`config.mk`:
```
export PLATFORM = sky130hd
export DESIGN_NAME = set_job_dispatcher_flat
export DESIGN_NICKNAME = d
export VERILOG_FILES = /design/src/rtl/set_job_dispatcher_if.sv /design/src/rtl/set_job_dispatcher.sv /design/src/flat_wrapper.sv
export SDC_FILE = /design/constraint.sdc
export NUM_CORES = 1
export LEC_CHECK = 0
export ABC_AREA = 1
export CAP_MARGIN = 10
export CORE_MARGIN = 3
export CORE_UTILIZATION = 40
export CTS_BUF_LIST = sky130_fd_sc_hd__clkbuf_4
export DETAILED_ROUTE_END_ITERATION = 8
export SYNTH_ARGS = -nofsm -noshare
export SYNTH_HDL_FRONTEND = slang
export SYNTH_SLANG_ARGS = --single-unit
export TNS_END_PERCENT = 1
```
`constraint.sdc`:
```
create_clock -name clk -period 3.55 [get_ports clk]
set_input_delay 0.355 -clock clk [delete_from_list [all_inputs] [get_ports clk]]
set_output_delay 0.355 -clock clk [all_outputs]
set_load 0.02 [all_outputs]
```
`src/rtl/set_job_dispatcher_if.sv`:
```
// Handshake bundle for set_job_dispatcher: byte stream in, SET job/result
// channel, and the per-job result strobe.
interface set_job_dispatcher_if;
    logic        in_valid;
    logic [7:0]  in_data;
    logic        in_ready;
    logic        set_en;
    logic [23:0] set_central;
    logic [11:0] set_radius;
    logic [1:0]  set_mode;
    logic        set_busy;
    logic        set_valid;
    logic [7:0]  set_candidate;
    logic        res_valid;
    logic [7:0]  res_count;
    logic [1:0]  res_mode;
    logic        res_err;
    logic [15:0] jobs_done;

    modport master (
        input  in_valid, in_data, set_busy, set_valid, set_candidate,
        output in_ready, set_en, set_central, set_radius, set_mode,
               res_valid, res_count, res_mode, res_err, jobs_done
    );

    modport slave (
        output in_valid, in_data, set_busy, set_valid, set_candidate,
        input  in_ready, set_en, set_central, set_radius, set_mode,
               res_valid, res_count, res_mode, res_err, jobs_done
    );
endinterface

```
`src/rtl/set_job_dispatcher.sv`:
```
// Packs 6-byte packets into SET jobs, queues them, and runs one job at a time
// against the SET engine, reporting each count (or a timeout) in order.
module set_job_dispatcher #(
    parameter int FIFO_DEPTH = 4,
    parameter int TIMEOUT    = 127
) (
    input  logic                 clk,
    input  logic                 rst,
    set_job_dispatcher_if.master bus
);
    localparam int PW = $clog2(FIFO_DEPTH);
    localparam int CW = PW + 1;
    localparam int JW = 38;
    localparam logic [CW-1:0] ONE_C     = {{PW{1'b0}}, 1'b1};
    localparam logic [CW-1:0] FULL_C    = CW'(FIFO_DEPTH);
    localparam logic [PW-1:0] PONE_C    = {{(PW-1){1'b0}}, 1'b1};
    localparam logic [6:0]    TIMEOUT_C = 7'(TIMEOUT);

    typedef enum logic [1:0] {
        ST_IDLE  = 2'd0,
        ST_ISSUE = 2'd1,
        ST_RUN   = 2'd2
    } state_t;

    logic [2:0]    byte_idx_r;
    logic [1:0]    mode_asm_r;
    logic [23:0]   central_asm_r;
    logic [3:0]    rad_hi_r;
    logic [JW-1:0] fifo_mem_r [FIFO_DEPTH];
    logic [PW-1:0] wr_ptr_r;
    logic [PW-1:0] rd_ptr_r;
    logic [CW-1:0] count_r;
    logic [CW-1:0] count_next_s;
    logic          ready_r;
    state_t        state_r;
    logic [6:0]    timer_r;
    logic [6:0]    timer_inc_s;
    logic          timeout_s;
    logic          accept_s;
    logic          push_s;
    logic          pop_s;
    logic          set_en_r;
    logic [23:0]   set_central_r;
    logic [11:0]   set_radius_r;
    logic [1:0]    set_mode_r;
    logic          res_valid_r;
    logic [7:0]    res_count_r;
    logic [1:0]    res_mode_r;
    logic          res_err_r;
    logic [15:0]   jobs_done_r;

    assign accept_s    = bus.in_valid && ready_r;
    assign push_s      = accept_s && (byte_idx_r == 3'd5);
    assign pop_s       = (state_r == ST_IDLE) && (count_r != {CW{1'b0}}) && !bus.set_busy;
    // Timer value after this cycle; hitting TIMEOUT here makes the abort land
    // exactly TIMEOUT cycles after set_en rose.
    assign timer_inc_s = timer_r + 7'd1;
    assign timeout_s   = (timer_inc_s == TIMEOUT_C);

    // Next FIFO occupancy; simultaneous push and pop leave it unchanged.
    always_comb begin
        count_next_s = count_r;
        case ({push_s, pop_s})
            2'b10:   count_next_s = count_r + ONE_C;
            2'b01:   count_next_s = count_r - ONE_C;
            default: count_next_s = count_r;
        endcase
    end

    // Byte assembler: collects mode, centres and radius-high ahead of the last byte.
    always_ff @(posedge clk or negedge rst) begin
        if (!rst) begin
            byte_idx_r    <= 3'd0;
            mode_asm_r    <= 2'd0;
            central_asm_r <= 24'd0;
            rad_hi_r      <= 4'd0;
        end else if (accept_s) begin
            case (byte_idx_r)
                3'd0:    mode_asm_r            <= bus.in_data[1:0];
                3'd1:    central_asm_r[23:16]  <= bus.in_data;
                3'd2:    central_asm_r[15:8]   <= bus.in_data;
                3'd3:    central_asm_r[7:0]    <= bus.in_data;
                3'd4:    rad_hi_r              <= bus.in_data[3:0];
                default: rad_hi_r              <= rad_hi_r;
            endcase
            byte_idx_r <= (byte_idx_r == 3'd5) ? 3'd0 : byte_idx_r + 3'd1;
        end else begin
            byte_idx_r <= byte_idx_r;
        end
    end

    // Job FIFO storage, pointers, occupancy and the registered ready flag.
    always_ff @(posedge clk or negedge rst) begin
        if (!rst) begin
            for (int i = 0; i < FIFO_DEPTH; i++) begin
                fifo_mem_r[i] <= {JW{1'b0}};
            end
            wr_ptr_r <= {PW{1'b0}};
            rd_ptr_r <= {PW{1'b0}};
            count_r  <= {CW{1'b0}};
            ready_r  <= 1'b0;
        end else begin
            if (push_s) begin
                fifo_mem_r[wr_ptr_r] <= {mode_asm_r, central_asm_r, rad_hi_r, bus.in_data};
                wr_ptr_r             <= wr_ptr_r + PONE_C;
            end
            if (pop_s) begin
                rd_ptr_r <= rd_ptr_r + PONE_C;
            end
            count_r <= count_next_s;
            ready_r <= (count_next_s != FULL_C);
        end
    end

    // Dispatcher FSM: issue, wait for SET to go busy, then collect or time out.
    always_ff @(posedge clk or negedge rst) begin
        if (!rst) begin
            state_r       <= ST_IDLE;
            timer_r       <= 7'd0;
            set_en_r      <= 1'b0;
            set_central_r <= 24'd0;
            set_radius_r  <= 12'd0;
            set_mode_r    <= 2'd0;
            res_valid_r   <= 1'b0;
            res_count_r   <= 8'd0;
            res_mode_r    <= 2'd0;
            res_err_r     <= 1'b0;
            jobs_done_r   <= 16'd0;
        end else begin
            set_en_r    <= 1'b0;
            res_valid_r <= 1'b0;
            case (state_r)
                ST_IDLE: begin
                    if (pop_s) begin
                        {set_mode_r, set_central_r, set_radius_r} <= fifo_mem_r[rd_ptr_r];
                        set_en_r <= 1'b1;
                        timer_r  <= 7'd0;
                        state_r  <= ST_ISSUE;
                    end
                end
                ST_ISSUE, ST_RUN: begin
                    // In ISSUE a held set_valid belongs to the previous job.
                    if ((state_r == ST_RUN) && bus.set_valid && !bus.set_busy) begin
                        res_count_r <= bus.set_candidate;
                        res_mode_r  <= set_mode_r;
                        res_err_r   <= 1'b0;
                        res_valid_r <= 1'b1;
                        jobs_done_r <= jobs_done_r + 16'd1;
                        state_r     <= ST_IDLE;
                    end else if (timeout_s) begin
                        res_count_r <= 8'd0;
                        res_mode_r  <= set_mode_r;
                        res_err_r   <= 1'b1;
                        res_valid_r <= 1'b1;
                        jobs_done_r <= jobs_done_r + 16'd1;
                        state_r     <= ST_IDLE;
                    end else begin
                        timer_r <= timer_inc_s;
                        if (bus.set_busy) begin
                            state_r <= ST_RUN;
                        end
                    end
                end
                default: state_r <= ST_IDLE;
            endcase
        end
    end

    assign bus.in_ready    = ready_r;
    assign bus.set_en      = set_en_r;
    assign bus.set_central = set_central_r;
    assign bus.set_radius  = set_radius_r;
    assign bus.set_mode    = set_mode_r;
    assign bus.res_valid   = res_valid_r;
    assign bus.res_count   = res_count_r;
    assign bus.res_mode    = res_mode_r;
    assign bus.res_err     = res_err_r;
    assign bus.jobs_done   = jobs_done_r;
endmodule

```
`src/flat_wrapper.sv`:
```
// flat-port wrapper written by rule: the top's interface ports become plain ports
module set_job_dispatcher_flat 
#(
    parameter int FIFO_DEPTH = 4,
    parameter int TIMEOUT    = 127
)
  (clk, rst, bus_in_valid, bus_in_data, bus_set_busy, bus_set_valid, bus_set_candidate, bus_in_ready, bus_set_en, bus_set_central, bus_set_radius, bus_set_mode, bus_res_valid, bus_res_count, bus_res_mode, bus_res_err, bus_jobs_done);
  set_job_dispatcher_if bus_i ();
  input  logic clk;
  input  logic rst;
  input wire logic [$bits(bus_i.in_valid)-1:0] bus_in_valid;
  input wire logic [$bits(bus_i.in_data)-1:0] bus_in_data;
  input wire logic [$bits(bus_i.set_busy)-1:0] bus_set_busy;
  input wire logic [$bits(bus_i.set_valid)-1:0] bus_set_valid;
  input wire logic [$bits(bus_i.set_candidate)-1:0] bus_set_candidate;
  output wire logic [$bits(bus_i.in_ready)-1:0] bus_in_ready;
  output wire logic [$bits(bus_i.set_en)-1:0] bus_set_en;
  output wire logic [$bits(bus_i.set_central)-1:0] bus_set_central;
  output wire logic [$bits(bus_i.set_radius)-1:0] bus_set_radius;
  output wire logic [$bits(bus_i.set_mode)-1:0] bus_set_mode;
  output wire logic [$bits(bus_i.res_valid)-1:0] bus_res_valid;
  output wire logic [$bits(bus_i.res_count)-1:0] bus_res_count;
  output wire logic [$bits(bus_i.res_mode)-1:0] bus_res_mode;
  output wire logic [$bits(bus_i.res_err)-1:0] bus_res_err;
  output wire logic [$bits(bus_i.jobs_done)-1:0] bus_jobs_done;
  assign bus_i.in_valid = bus_in_valid;
  assign bus_i.in_data = bus_in_data;
  assign bus_i.set_busy = bus_set_busy;
  assign bus_i.set_valid = bus_set_valid;
  assign bus_i.set_candidate = bus_set_candidate;
  assign bus_in_ready = bus_i.in_ready;
  assign bus_set_en = bus_i.set_en;
  assign bus_set_central = bus_i.set_central;
  assign bus_set_radius = bus_i.set_radius;
  assign bus_set_mode = bus_i.set_mode;
  assign bus_res_valid = bus_i.res_valid;
  assign bus_res_count = bus_i.res_count;
  assign bus_res_mode = bus_i.res_mode;
  assign bus_res_err = bus_i.res_err;
  assign bus_jobs_done = bus_i.jobs_done;
  set_job_dispatcher #(.FIFO_DEPTH(FIFO_DEPTH), .TIMEOUT(TIMEOUT)) u_core (.clk(clk), .rst(rst), .bus(bus_i));
endmodule
```
### Yosys cells after proc, flatten, opt, wreduce, memory -nomap -nowiden

Index checks and enable logic that the tools add are counted.

* register bits after elaboration: 269
* input port bits: 21
* output and inout port bits: 68
* logic and storage cells: 105

* add/subtract/negate cells: 7
* magnitude comparators: 3
* equal/unequal tests: 15
* muxes and demuxes: 30
* bitwise logic cells: 2
* reductions and logical operators: 23

Operator list (count)
* $bwmux 152: 1
* $mux 38: 3
* $bmux 38 s2: 1
* $demux 38 s2: 1
* $mux 16: 2
* $mux 7: 3
* $add 16x1->16 const B: 1
* $mux 8: 2
* $reduce_and 2->1: 8
* $pmux 7 s2: 1
* $mux 2: 6
* $add 7x1->7 const B: 1
* $eq 7x7->1 const B: 1
* $logic_and 1x1->1: 7
* $mux 1: 7
* $add 3x1->3 const B: 2
* $eq 3x2->1 const B: 2
* $eq 3x3->1 const B: 2
* $ge 3x3->1 const B: 2
* $not 2->3: 2
* $pmux 3 s2: 1
* $add 2x1->2 const B: 2
* $eq 2x1->1 const B: 2
* $eq 2x2->1 const B: 2
* 16 further kinds: 18

### Logic depth before layout (Yosys ltp)

Gate-level depths: netlist of run 1.

* depth after elaboration: 6
* depth in mapped cells: 13
* mapped depth without buffers: 12

### Worst setup path before layout of run 1

Ideal clock, no wire load.

* kind: reg2reg
* start point: register u_core.state_r[0]
* end point: register u_core.ready_r, in the netlist u_core.bus.in_ready
* library setup time: 0.124 ns
* arrival: 2.219 ns
* path slack: 1.207 ns
* stages on the path, launching flop included: 13
* buffers on the path: 1
* period minus slack after synthesis: 2.343 ns
* cell sequence: dfrtp_1 inv_1 ha_1 nand3_1 clkinv_1 clkbuf_1 ha_1 inv_1 fa_1 a21oi_1 o21ai_0 xor2_1 nand2_1

* word-level cells in the longest chain between the ends: 6
* elaborated cells between the ends (all ways): 7

RTL lines
* start, declared: line set_job_dispatcher.sv:35 `state_t state_r;`
* start signal, assigned: line set_job_dispatcher.sv:118 `state_r <= ST_IDLE;`
* start signal, assigned: line set_job_dispatcher.sv:138 `state_r <= ST_ISSUE;`
* start signal, assigned: line set_job_dispatcher.sv:149 `state_r <= ST_IDLE;`
* $logic_not 2->1 *: line set_job_dispatcher.sv:54 `assign pop_s = (state_r == ST_IDLE) && (count_r != {CW{1'b0}}) && !bus.set_busy;`
* $logic_and 1x1->1 * (2 in a row): line set_job_dispatcher.sv:54
* named net u_core.pop_s: line set_job_dispatcher.sv:41 `logic pop_s;`
* $eq 2x1->1 or $eq 2x2->1 (tied branches): line set_job_dispatcher.sv:63 `case ({push_s, pop_s})`
* $pmux 3 s2 *: line set_job_dispatcher.sv:63
* named net u_core.count_next_s[2]: line set_job_dispatcher.sv:33 `logic [CW-1:0] count_next_s;`
* $ne 3x3->1 *: line set_job_dispatcher.sv:111 `ready_r <= (count_next_s != FULL_C);`
* end signal, assigned: line set_job_dispatcher.sv:111
* end, declared: line set_job_dispatcher.sv:34 `logic ready_r;`

Mark *: on every way through the listed nets, which the timed path passes. The rest lies on a longest branch.
A chain may end at the register's enable or synchronous reset.

### Worst setup path after layout of run 1

* start point: register u_core.state_r[0]
* end point: register u_core.ready_r, in the netlist u_core.bus.in_ready

* word-level cells in the longest chain between the ends: 6
* elaborated cells between the ends (all ways): 7

RTL lines (line)
* $logic_not 2->1 *: set_job_dispatcher.sv:54
* $logic_and 1x1->1 * (2 in a row): set_job_dispatcher.sv:54
* $eq 2x1->1 or $eq 2x2->1 (tied branches): set_job_dispatcher.sv:63
* $pmux 3 s2 *: set_job_dispatcher.sv:63
* named net u_core.count_next_s[2]: set_job_dispatcher.sv:33
* $ne 3x3->1 *: set_job_dispatcher.sv:111

Marked as above.

==> impl_results.md, run 1 <==
* Initial antenna violation count at 1
* Hold path start: bus_set_candidate[1]
* Sequential fraction of design power at 41.4%
* Core area at 28200 µm²
* Reg2reg start: u_core.state_r[0]
* Worst-path clk slew at 0.06 ns
* Reg2reg end: u_core.bus.in_ready
* Die area at about 31000 µm²
* Leakage at 6.33 nW
* FMAX at 0.424 GHz
* Arrival time at the worst endpoint at 2.91 ns
* Startpoint Class: flop
* Minimum clock period at 2.36 ns
* Nets@finish at 1487
* Initial core utilization at 41.2%
* Hold Path Stages at 3
* CTS tree: done
* CTS Buf Count at between 70 and 80
* Number of global-route vias before repair at 9201
* Mapped Area at 11600 µm²
* Cell Int Power at 7.32 mW
* Data required, critical path at ~4.1 ns
* Final Non-Filler Cells at 1876
* Status: completed
* Yosys cell types at 31
* HPWL after DPL at about 17000 µm
* Die H at 176 µm
* Combinational share of power at 36.2%
* Maxcap violations at 0
* Sequential area share after synthesis at between 50% and 60%
* Mean Syn Cell Area at 8.62 µm²
* # rows at a little over 60
* Largest net degree at the start of global routing at 106
* Area Growth Syn to Fin at 18.2%
* R2R Setup Slk at approximately 1.2 ns
* Net switching power at 4.66 mW
* First-pass GRT wire length at 47100 µm
* Hold WS at 0.217 ns
* Number of port buffers at 88
* RePlAce Congestion at roughly 0.8
* Syn nets at 1380
* Clock share of power at around 22%
* FF-to-FF path depth at 11
* Crit. End Element: flop
* IO Pins at 89
* Die X at about 180 µm
* H-tree depth at 3
* Slew Limit Fails at 0
* Setup TNS Final at 0 ns
* Hold WC Path Type: input pin to flop
* Post-layout util at 48.7%
* Final Setup Violations at 0
* Syn Inst Count at 1345
* Clk sinks at 269
* Maximum buffer depth of the clock tree at 3
* Switching Fraction at 38.9%
* Vias at between 9000 and 10000
* Post-DRT Antenna Nets at 0
* GR Overflow Total at 0
* DRC viols at 0
* PwrDens at approximately 870 nW/µm²
* WHS Endpoint: u_core.bus.res_count[1]
* Clk Latency, worst-skew pair at 0.71 ns
* Synth Register Bits at 269
* Met1 Use GR at about a quarter
* GR Util met3 at between 3 and 4%
* Share of cells above drive strength 1 at 9.89%
* Area leader, netlist: dfrtp_1
* DRT Wirelength at 28400 µm
* Total GRT Usage at 18.8%
* VDD IR max at 0.000388 V
* Max-slew headroom at 36.2%
* Least-Margin Pin Slew at roughly 0.96 ns
* Warning count from the yosys run at 0
* GR peak layer: met2
* Top cell type's share of synthesized area at 58.0%
* Clk Tree Root Cell: clkbuf_4
* Final worst clock skew at 0.0619 ns
* Crit Path Class: flop to flop
* Final number of hold-violating endpoints at 0
* First-pass DRT Iterations at 5
* Wire per inst at 15.2 µm
* Met2 GRT Util at 29.6%
* Inst Count DP at 1754
* DR iter-0 viols at about 610
* Synth top area cells: dfrtp_1 58%, o21ai_0 11%, nand2_1 9.8%, nor2_1 6.8%, inv_1 2.7%
* Vias per cell at 4.93
* RSZ-0062 raised after global routing: no
* CTS resizes at 0
* Final period util at between 60% and 70%
* Total Power at 12.0 mW
* Worst Path Max Fanout at 5
==> flip-flops by register name (all words and copies together), names as in the netlist <==
register                flops
u_core.wr_ptr_r             2
u_core.bus.res_mode         2
u_core.bus.res_err          1
u_core.bus.set_radius      12
u_core.timer_r              7
u_core.bus.in_ready         1
u_core.bus.jobs_done       16
u_core.rad_hi_r             4
u_core.fifo_mem_r         152
u_core.count_r              3
u_core.bus.res_count        8
u_core.central_asm_r       24
u_core.mode_asm_r           2
u_core.state_r              2
u_core.bus.res_valid        1
u_core.byte_idx_r           3
u_core.rd_ptr_r             2
u_core.bus.set_central     24
u_core.bus.set_mode         2
u_core.bus.set_en           1
==> cells in the final DEF, fill, tap and decap left out, types with 2 or more instances in the layout <==
master | Yosys | final
inv_2 | 5 | 6
nand3_2 | 3 | 3
nand3_1 | 19 | 19
a21oi_1 | 2 | 2
o21ai_0 | 260 | 260
clkinv_1 | 1 | 10
xor2_1 | 13 | 13
nor2_1 | 211 | 211
clkbuf_4 | 0 | 103
a31oi_1 | 38 | 38
o21ai_1 | 15 | 15
clkdlybuf4s50_1 | 0 | 87
nand2_2 | 1 | 5
nor2_2 | 3 | 3
nand2_1 | 304 | 300
dfrtp_1 | 269 | 268
inv_6 | 0 | 3
buf_12 | 0 | 3
nor4_1 | 2 | 2
nor2_4 | 2 | 2
nand4_1 | 13 | 13
ha_1 | 13 | 13
nor3_1 | 9 | 9
inv_1 | 83 | 83
buf_4 | 0 | 12
==> stage by stage <==
step / instance area, µm² / setup WS [ns]
2_1_floorplan: 11600 / 1.21
5_1_grt: 13700 / 0.979
3_5_place_dp: 12800 / 1.03
6_report: 13700 / 1.19
4_1_cts: 13700 / 1.21
3_3_place_gp: 12800 / 1.08
==> final cells by class <==
cell class / count / area, µm²
clock buffers: 103 / 773
inverters: 89 / 334
well taps: 378 / 473
clock inverters: 17 / 115
flip-flops and latches: 269 / 6730
diodes: 1 / 2.50
multi-input cells: 915 / 4240
fillers: 2754 / 14500
repair buffers: 104 / 1050
==> layer usage <==
layer,up-vias,wire [µm]
li1,4611,-
met1,4365,13800
met2,218,12700
met3,50,1390
met4,0,550
met5,-,0
==> Yosys cell counts (all sizes together) <==
master and instances:
a211oi 1, a21oi 2, a31oi 38, buf 25, clkbuf 47, clkinv 1, dfrtp 269, fa 1
ha 13, inv 88, nand2 306, nand3 23, nand3b 1, nand4 13, nor2 216, nor3 9
nor4 2, o21ai 275, o21bai 1, xnor2 1, xor2 13
==> power by group through the flow <==
stage,Combinational (mW),Clock (mW),Sequential (mW)
CTS,4.41,2.79,4.95
finish,4.34,2.69,4.96
floorplan,2.54,0,5.20
detailed placement,4.39,0,4.99
global placement,4.31,0,4.97
global route,4.96,2.94,5.11
==> repair_timing <==
item | in CTS | in global routing
setup buffers | 0 | 0
hold buffers | 1 | 0
hold endpoints to repair | 100 | 0
setup endpoints to repair | 0 | 0
==> cells by family (layout without fill, tap and decap cells) <==
kind of cell             Yosys count  after routing  share of synthesized area [%]
XOR/XNOR                          14             14                           1.06
AND/OR/NAND/NOR                  570            570                           19.7
AO/OA/AOI/OAI                    317            317                           14.1
flip-flops                       269            269                           58.0
adder cells (fa/ha/maj)           14             14                           1.57
other                              0              1                              0
buffers and inverters            161            313                           5.54
==> worst max-delay path by stage <==
stage	startpoint	endpoint	slack, ns	cells after the start
after floorplan	u_core.state_r[0]	u_core.bus.in_ready	1.21	12
after global placement	bus_set_busy	u_core.bus.in_ready	1.08	11
after detailed placement	bus_set_busy	u_core.bus.in_ready	1.03	11
after CTS	u_core.state_r[0]	u_core.bus.in_ready	1.21	11
after global routing	u_core.state_r[0]	u_core.bus.in_ready	0.98	11
final	u_core.state_r[0]	u_core.bus.in_ready	1.19	11
==> critical path, stage by stage (launching register included) <==
cell and delay [ns]:
dfrtp_1 0.40, inv_1 0.11, ha_1 0.19, nand3_1 0.26
inv_2 0.14, ha_1 0.15, inv_1 0.07, fa_1 0.38
a21oi_1 0.15, o21ai_0 0.12, xor2_1 0.21, nand2_1 0.08
No activity file was read; power rests on OpenSTA's default activity.
==> run 2: changes to the inputs <==
==> constraint.sdc (replaced) <==
create_clock -name clk -period 2.5 [get_ports clk]
set_input_delay 0.25 -clock clk [delete_from_list [all_inputs] [get_ports clk]]
set_output_delay 0.25 -clock clk [all_outputs]
set_load 0.02 [all_outputs]
==> run 2 against run 1 <==
Compared with the run above: flip-flop and latch count unchanged; clock power up 46%; total power is 44% higher; combinational power grew 44%.
==> impl_results.md, run 2 (synthesis results as in run 1) <==
* Cell Int Power at 10.6 mW (was 7.32 mW)
* Area Growth Syn to Fin at 19.6% (was 18.2%)
* Total setup buffers inserted after CTS at 0 (unchanged)
* VDD IR max at 0.000596 V (was 0.000388 V)
* Core area at 28200 µm² (unchanged)
* Crit Path Class: flop to flop (unchanged)
* DRC viols at 0 (unchanged)
* PwrDens at 1240 nW/µm² (was 874 nW/µm²)
* Arrival time at the worst endpoint at 2.67 ns (was 2.91 ns)
* Startpoint Class: flop (unchanged)
* Number of global-route vias before repair at 9317 (was 9201)
* Max-slew headroom at 42.7% (was 36.2%)
* CTS resizes at 0 (unchanged)
* Most frequent cells in the layout: 300 x nand2_1, 268 x dfrtp_1, 260 x o21ai_0 (unchanged)
* Post-DRT Antenna Nets at 0 (unchanged)
* Clk Latency, worst-skew pair at 0.69 ns (was 0.71 ns)
* Initial core utilization at 41.2% (unchanged)
* Crit. End Element: flop (unchanged)
* Final worst clock skew at 0.0459 ns (was 0.0619 ns)
* First-pass DRT Iterations at 5 (unchanged)
* Share of cells above drive strength 1 at 11.0% (was 9.89%)
* Die H at 176 µm (unchanged)
* Slowest stage delay, CP at 0.40 ns (about the same)
* Final period util at 84.2% (was 66.5%)
* Largest net degree at the start of global routing at 78 (was 106)
* Status: completed (unchanged)
* Nets@finish at 1498 (was 1487)
* Hold WS at 0.123 ns (was 0.217 ns)
* Vias at 9460 (was 9244)
* Clk sinks at 269 (unchanged)
* GR Overflow Total at 0 (unchanged)
* Combinational share of power at 36.4% (was 36.2%)
* Final number of hold-violating endpoints at 0 (unchanged)
* Fillers at 2692 (was 2754)
* Initial antenna violation count at 1 (unchanged)
* HPWL after DPL at 17100 µm (was 16700 µm)
* Vias per cell at 4.99 (was 4.93)
* CTS Buf Count at 73 (unchanged)
* CTS tree: done (unchanged)
* Most flops, register: u_core.fifo_mem_r (unchanged)
* # rows at 61 (unchanged)
* Sequential fraction of design power at 40.8% (was 41.4%)
* CP Cell Sequence: inv_1 > ha_1 > nand3_1 > inv_2 > ha_1 > inv_1 > fa_1 > a21oi_1 > o21ai_0 > xor2_1 > nand2_1 (unchanged)
* Die X at 176 µm (unchanged)
* Setup TNS Final at 0 ns (unchanged)
* FMAX at 0.475 GHz (was 0.424 GHz)
* Data required, critical path at 3.07 ns (was 4.10 ns)
* RSZ-0062 raised after global routing: no (unchanged)
* Slew Limit Fails at 0 (unchanged)
* IO Pins at 89 (unchanged)
* H-tree depth at 3 (unchanged)
* DRT Wirelength at 28400 µm (about the same)
* Clk Tree Root Cell: clkbuf_4 (unchanged)
* Leakage at 6.44 nW (was 6.33 nW)
* Worst-path clk slew at 0.07 ns (was 0.06 ns)
* Hold WC Path Type: input pin to flop (unchanged)
* Inst Count DP at 1765 (was 1754)
* Final Non-Filler Cells at 1895 (was 1876)
* Commonest non-fill, non-tap cell in the layout: nand2_1 (unchanged)
* Switching Fraction at 38.5% (was 38.9%)
* Number of port buffers at 88 (unchanged)
* Maximum buffer depth of the clock tree at 3 (unchanged)
* Slowest-stage cell, CP: dfrtp_1 (unchanged)
* Delay-heaviest family, CP: adder cells (unchanged)
* WP buf/inv at 3 (unchanged)
* Maxcap violations at 0 (unchanged)
* Worst Path Max Fanout at 3 (was 5)
* Least-Margin Pin Slew at 0.860 ns (was 0.958 ns)
* Die area at 31100 µm² (unchanged)
* Final Setup Violations at 0 (unchanged)
* First-pass GRT wire length at 47700 µm (was 47100 µm)
* Net switching power at 6.63 mW (was 4.66 mW)
* Total GRT Usage at 19.0% (was 18.8%)
* Minimum clock period at 2.11 ns (was 2.36 ns)
* RePlAce Congestion at 0.811 (was 0.803)
* Wire per inst at 15.0 µm (was 15.2 µm)
* Clock share of power at 22.8% (was 22.4%)
* Max reg flops at 152 (unchanged)
* DR iter-0 viols at 679 (was 609)
==> run 2: worst register-to-register path, delay by kind of cell, from the launching register on <==
family          cells  cell delay, ns
fa+ha+maj           3            0.73
flops               1            0.40
buf+inv             3            0.29
compound gates      2            0.25
simple gates        2            0.18
xor+xnor            1            0.17
==> run 2: final cells by class <==
class | count | area, µm² | share of cell area (%)
Antenna cell | 2 | 5.00 | 0.0361
Clock buffer | 111 | 833 | 6.01
Clock inverter | 16 | 91.3 | 0.658
Inverter | 89 | 334 | 2.41
Multi-Input combinational cell | 915 | 4240 | 30.5
Sequential cell | 269 | 6730 | 48.5
Tap cell | 378 | 473 | 3.41
Timing Repair Buffer | 115 | 1170 | 8.41
==> run 2: final timing paths <==
| path | start | to | slack (ns) | cells past startpoint |
|---|---|---|---|---|
| setup reg to reg | u_core.state_r[0] | u_core.bus.in_ready | 0.39 | 11 |
| setup / recovery | u_core.state_r[0] | u_core.bus.in_ready | 0.39 | 11 |
| hold reg to reg | u_core.bus.res_count[0] | u_core.bus.res_count[0] | 0.47 | 2 |
| max in group asynchronous | rst | u_core.fifo_mem_r[124] | 1.64 | 3 |
| hold / removal | bus_set_candidate[4] | u_core.bus.res_count[4] | 0.12 | 3 |
| min in group asynchronous | rst | u_core.timer_r[3] | 0.14 | 2 |
==> run 2: layer usage <==
layer | vias up | GRT usage (%) | routed length [µm]
met4 | 0 | 6.43 | 464
li1 | 4649 | - | -
met5 | - | 0 | 0
met1 | 4498 | 26.3 | 13300
met3 | 46 | 3.87 | 1770
met2 | 267 | 29.9 | 12800
==> run 2: through the flow <==
step / area, µm² / setup WS [ns] / utilization (%) / total power, mW
CTS: 13900 / 0.392 / 49.2 / 17.5
finish: 13900 / 0.394 / 49.3 / 17.2
detailed placement: 12900 / 0.251 / 45.9 / 13.4
floorplan: 11600 / 0.157 / - / 11.0
global route: 13900 / 0.134 / 49.3 / 18.7
global placement: 12900 / 0.283 / 45.9 / 13.3
==> run 2: power by group through the flow <==
stage               Combinational (mW)  Sequential, mW  Clock (mW)
finish                            6.26            7.03        3.93
global route                      7.17            7.26        4.30
CTS                               6.36            7.03        4.06
detailed placement                6.34            7.09           0
global placement                  6.23            7.05           0
floorplan                         3.60            7.38           0
==> run 2: repair_timing <==
item                                   4_1_cts  5_1_grt
endpoints found under the hold margin      250        0
hold buffers                                 1        0
setup endpoints to repair                    0        0
